**src/rtl/sram_arbiter.sv**
```systemverilog
// Two-port arbiter in front of the single-port SRAM controller: fixed priority for
// port 0 (scanout), starvation guard for port 1, tagged read-return pipeline.
module sram_arbiter #(
    parameter int unsigned READ_LATENCY = 2,
    parameter int unsigned STARVE_LIMIT = 4,
    localparam int unsigned AW = 20,
    localparam int unsigned DW = 16
) (
    input  logic          clk,
    input  logic          reset,

    input  logic [AW-1:0] p0_address,
    input  logic          p0_read,
    input  logic          p0_write,
    input  logic [DW-1:0] p0_writedata,
    output logic          p0_waitrequest,
    output logic [DW-1:0] p0_readdata,
    output logic          p0_readdatavalid,

    input  logic [AW-1:0] p1_address,
    input  logic          p1_read,
    input  logic          p1_write,
    input  logic [DW-1:0] p1_writedata,
    output logic          p1_waitrequest,
    output logic [DW-1:0] p1_readdata,
    output logic          p1_readdatavalid,

    output logic [AW-1:0] mm_address,
    output logic          mm_read,
    output logic          mm_write,
    output logic [DW-1:0] mm_writedata,
    input  logic [DW-1:0] mm_readdata
);

    localparam logic [0:0] IDLE = 1'b0;
    localparam logic [0:0] BUSY = 1'b1;

    localparam int unsigned CW = 3;
    localparam int unsigned SW = 4;

    typedef struct packed {
        logic vld;
        logic port;
    } rd_tag_t;

    logic [0:0]    state_q;
    logic [0:0]    state_d;
    logic [CW-1:0] busy_q;
    logic [CW-1:0] busy_d;
    logic [SW-1:0] starve_q;
    logic [SW-1:0] starve_d;
    logic [AW-1:0] addr_q;
    logic [DW-1:0] wdata_q;
    rd_tag_t       tag_q [READ_LATENCY];
    rd_tag_t       ret_tag;

    logic          req0;
    logic          req1;
    logic          grant0;
    logic          grant1;
    logic          granted;
    logic          sel_read;
    logic          sel_write;
    logic [AW-1:0] sel_addr;
    logic [DW-1:0] sel_wdata;
    logic          ret0;
    logic          ret1;

    assign req0 = p0_read | p0_write;
    assign req1 = p1_read | p1_write;

    // Port 1 wins only when alone or when port 0 has used up its consecutive-grant budget
    always_comb begin : arbitrate
        grant0 = 1'b0;
        grant1 = 1'b0;
        if (!reset && (state_q == IDLE)) begin
            if (req1 && (!req0 || (starve_q == SW'(STARVE_LIMIT)))) begin
                grant1 = 1'b1;
            end else if (req0) begin
                grant0 = 1'b1;
            end
        end
    end

    assign p0_waitrequest = ~grant0;
    assign p1_waitrequest = ~grant1;

    // Read has precedence over a simultaneous write; address/data hold when idle
    always_comb begin : command_mux
        sel_read     = grant1 ? p1_read      : p0_read;
        sel_write    = grant1 ? p1_write     : p0_write;
        sel_addr     = grant1 ? p1_address   : p0_address;
        sel_wdata    = grant1 ? p1_writedata : p0_writedata;
        granted      = grant0 | grant1;
        mm_read      = granted & sel_read;
        mm_write     = granted & sel_write & ~sel_read;
        mm_address   = granted ? sel_addr  : addr_q;
        mm_writedata = granted ? sel_wdata : wdata_q;
    end

    always_comb begin : next_state
        state_d  = state_q;
        busy_d   = busy_q;
        starve_d = starve_q;
        case (state_q)
            IDLE: begin
                if (mm_read && (READ_LATENCY > 1)) begin
                    state_d = BUSY;
                    busy_d  = CW'(READ_LATENCY - 1);
                end
            end
            BUSY: begin
                busy_d = busy_q - CW'(1);
                if (busy_q == CW'(1)) begin
                    state_d = IDLE;
                end
            end
            default: begin
                state_d = IDLE;
                busy_d  = '0;
            end
        endcase
        if (grant1) begin
            starve_d = '0;
        end else if (grant0) begin
            starve_d = req1 ? (starve_q + SW'(1)) : '0;
        end
    end

    always_ff @(posedge clk) begin : state_reg
        if (reset) begin
            state_q  <= IDLE;
            busy_q   <= '0;
            starve_q <= '0;
            addr_q   <= '0;
            wdata_q  <= '0;
        end else begin
            state_q  <= state_d;
            busy_q   <= busy_d;
            starve_q <= starve_d;
            addr_q   <= mm_address;
            wdata_q  <= mm_writedata;
        end
    end

    assign ret_tag = tag_q[READ_LATENCY-1];
    assign ret0    = ret_tag.vld & ~ret_tag.port;
    assign ret1    = ret_tag.vld &  ret_tag.port;

    // Tag reaches the last stage in the cycle the controller presents the data
    always_ff @(posedge clk) begin : read_return
        if (reset) begin
            for (int i = 0; i < READ_LATENCY; i++) begin
                tag_q[i] <= '0;
            end
            p0_readdata      <= '0;
            p1_readdata      <= '0;
            p0_readdatavalid <= 1'b0;
            p1_readdatavalid <= 1'b0;
        end else begin
            tag_q[0] <= '{vld: mm_read, port: grant1};
            for (int i = 1; i < READ_LATENCY; i++) begin
                tag_q[i] <= tag_q[i-1];
            end
            p0_readdatavalid <= ret0;
            p1_readdatavalid <= ret1;
            if (ret0) begin
                p0_readdata <= mm_readdata;
            end
            if (ret1) begin
                p1_readdata <= mm_readdata;
            end
        end
    end

endmodule

```
**config.mk**
```make
export PLATFORM = sky130hd
export DESIGN_NAME = sram_arbiter
export DESIGN_NICKNAME = d
export VERILOG_FILES = /design/src/rtl/sram_arbiter.sv
export SDC_FILE = /design/constraint.sdc
export NUM_CORES = 1
export LEC_CHECK = 0
export ABC_AREA = 1
export CELL_PAD_IN_SITES_DETAIL_PLACEMENT = 2
export CELL_PAD_IN_SITES_GLOBAL_PLACEMENT = 2
export CORE_UTILIZATION = 34
export DETAILED_ROUTE_END_ITERATION = 12
export DONT_BUFFER_PORTS = 1
export PLACE_DENSITY = 0.79
export SLEW_MARGIN = 20
export SYNTH_ARGS = -nofsm -noshare
export SYNTH_HDL_FRONTEND = slang
export SYNTH_SLANG_ARGS = --single-unit
```
**constraint.sdc**
```tcl
create_clock -name clk -period 1.99 [get_ports clk]
set_input_delay 0.398 -clock clk [delete_from_list [all_inputs] [get_ports clk]]
set_output_delay 0.398 -clock clk [all_outputs]
set_load 0.005 [all_outputs]
```
==> results.py <==
metrics = {
    "setup_path": {
        "end_kind": "output pin",
        "critPathKind": "flop to output pin",
        "critical_path_arrival_ns": 1.82,
        "worstPathRequired_ns": 1.59,
        "cp_max_fo": 13,
        "worstSetupStartpointType": "flop",
    },
    "cells_and_area": {
        "multi_input_area_um2": 2070,
        "register_area_um2": 1640,
        "drive_above_1_share_pct": 36.6,
        "diodes": 0,
        "num-fill-cells": 1058,
        "syn2layout_area_growth_pct": 29.1,
        "final_nets": 538,
    },
    "clock_network": {
        "holdBufCountCts": 0,
        "clockBufferDepth": 2,
        "clk_pin_slew_ns": 0.08,
        "cts_tree": "built",
        "cts_sinks": 82,
        "numCtsBuffers": 9,
        "clk_latency_ns": 0.38,
        "htree_levels": 3,
        "root_buffer": "clkbuf_8",
    },
    "synthesis": {
        "synth_top_area_share_pct": 46.1,
        "synth-edff-count": 0,
        "ys_types": 31,
        "synthesis.area_um2": 3560,
        "synth_ff_type": "dfxtp_1",
        "synth.area.mux_share_pct": 0,
        "yosys_warnings": 0,
        "synthesis.nets": 520,
        "synth_fa_ha_area_share_pct": 1.41,
        "synth_most_common_cell": "nor2_1",
        "avgSynthCellArea_um2": 8.44,
        "ys_seq_area_share_pct": 46.1,
        "synthCells": 422,
        "synth_area_leaders": "dfxtp_1 (46%), nor2_1 (11%), nor3_2 (6.5%), nor3_1 (4.9%), o21ai_0 (4.8%)",
        "ys_ff_latch": 82,
        "synth-async-reset-ratio_pct": 0,
        "synth-xor-area-share_pct": 0.246,
        "ys_top_cells_by_count": "nor2_1 (107), dfxtp_1 (82), nor3_1 (35)",
        "synth-simple-area-share_pct": 29.8,
        "synth-compound-area-share_pct": 14.7,
        "synth_top_family_by_area": "simple AND/OR/NAND/NOR gates",
        "synth.largest_area_cell": "dfxtp_1",
    },
    "detailed_routing": {
        "routed_via_density": 5.46,
        "wire_per_inst_um": 21.2,
        "drtAntennaViolNets": 0,
        "first_pass_iters": 4,
        "drtIter0Drc": 76,
        "drc": 0,
        "routed_wl_um": 12300,
        "vias": 3154,
    },
    "floorplanning": {
        "dieArea_um2": 10900,
        "die_h_um": 104,
        "initial_core_util_pct": 35.8,
        "core_um2": 9950,
        "die_w_um": 104,
        "io_pins": 168,
        "fp-row-count": 36,
    },
    "place": {
        "globalplace.congestion": 0.722,
        "port_buffers": 0,
        "post-dp-hpwl_um": 7330,
    },
    "pwr": {
        "p_int_w": 0.00279,
        "pwr-share-clk_pct": 33.3,
        "p_comb_share_pct": 20.6,
        "p_leak_nw": 1.72,
        "seqPwrFrac_pct": 46.1,
        "power_density_nw_per_um2": 861,
        "ir_drop_mv": 0.634,
        "switching_share_pct": 29.5,
        "switchingPower_w": 0.00117,
    },
    "timing": {
        "maxSlewHeadroom_pct": 61.7,
        "finalCriticalPeriod_ns": 2.22,
        "report.final.slew_viol_count": 0,
        "post-route-period-util_pct": 112,
        "fmax_ghz": 0.451,
        "hold_viol_final": 0,
        "worstMarginPinSlew_ns": 0.573,
        "finalSetupTns_ns": -7.44,
        "rsz0062_at_grt": "true",
        "setup_viol": 38,
        "timing.hold.ws_ns": 0.0855,
        "finClkSkew_ns": 0.00717,
        "fin_ws_ns": -0.229,
    },
    "global_routing": {
        "grt_max_degree": 46,
        "grt_pass1_vias": 3488,
        "grt_use_total_pct": 21.8,
        "antenna_found_initial": 0,
        "grt.overflow.total": 0,
        "grt_pass1_wl_um": 18400,
    },
    "outcome": {
        "failed_checks": "negative setup slack",
        "status": "complete, but fails checks",
    },
    "min_path": {
        "hold_path.class": "input pin to flop",
    },
    "flow_run": {
        "maxCapViolations": 0,
    },
}
[cell usage in the layout (no fill, tap or decap), types with 12 or more instances in the layout]
master / Yosys / routed
nor3_2: 23 / 26
nor3_4: 0 / 14
o21ai_0: 34 / 34
clkbuf_8: 0 / 12
nor3_1: 35 / 18
dfxtp_1: 82 / 80
o22ai_2: 13 / 24
nand2_1: 17 / 15
nor2_2: 15 / 28
nor2_1: 107 / 92
buf_4: 6 / 18
inv_1: 20 / 18
[cell families (layout without fill, tap and decap cells)]
kind of cell	after synthesis	after routing
XOR/XNOR	1	1
flip-flops	82	82
adder cells (fa/ha/maj)	4	4
AO/OA/AOI/OAI	78	78
AND/OR/NAND/NOR	209	209
buffers and inverters	48	71
[through the flow]
step	power, W	setup WS, ns	area, um^2	cells	utilization, %
6_report	0.00395	-0.229	4590	578	46.2
5_1_grt	0.00412	-0.322	4590	578	46.2
4_1_cts	0.00388	-0.265	4320	571	43.4
3_5_place_dp	0.00242	-0.0455	3680	546	37.0
3_3_place_gp	0.00239	0.0630	3680	546	37.0
2_1_floorplan	0.00231	0.198	3560	422	-
[critical path, cell delays in order (launching register included)]
cell and delay, ns:
dfxtp_2 0.33, inv_2 0.08, ha_4 0.14, nand3_4 0.08, nand2_4 0.09, nand3_4 0.14
buf_4 0.25, o22ai_1 0.22, nor2_1 0.11
[timing repair]
| item | in CTS | in global routing |
|---|---|---|
| buffers inserted | 5 | 5 |
| cloned | 4 | 4 |
| pin swaps | 8 | 10 |
| endpoints found under the setup margin | 40 | 38 |
| resized for setup | 64 | 39 |
[cell type report]
class,instances,share of cell area [%]
Timing Repair Buffer,32,8.55
Clock buffer,13,3.68
Tap cell,133,3.62
Multi-Input combinational cell,292,45.0
Clock inverter,3,1.01
Inverter,22,2.07
Sequential cell,82,35.8
Timing Repair inverter,1,0.245
[per-layer routing]
layer / share of wire [%] / up-vias / GRT usage [%]
met1: 36 / 1562 / 20.7
li1: - / 1459 / -
met2: 54 / 111 / 41.2
met5: 0 / - / 0
met4: 2.4 / 0 / 7.76
met3: 7.4 / 22 / 9.59
[registers in the layout, summed over array words and instances (netlist names)]
name and flops:
addr_q 20, busy_q 3, p0_readdata 16, p0_readdatavalid 1, p1_readdata 16, p1_readdatavalid 1
starve_q 4, state_q 1, tag_q 4, wdata_q 16
[path summary, 6_finish.rpt]
path               start               end  slack [ns]  cells past startpoint
min                reset  p1_readdatavalid        0.09                      1
max reg2reg  starve_q[0]         busy_q[0]        0.17                     12
min reg2reg  tag_q[0][0]       tag_q[0][2]        0.42                      2
max          starve_q[0]    mm_address[19]       -0.23                      8
[power by group through the flow]
stage	logic, W	clock network [W]	registers [W]
after floorplan	0.000476	0	0.00184
after global placement	0.000540	0	0.00185
after detailed placement	0.000570	0	0.00185
after CTS	0.000715	0.00135	0.00182
after global routing	0.000883	0.00140	0.00183
final	0.000814	0.00132	0.00182
(Power assumes the default switching activity.)
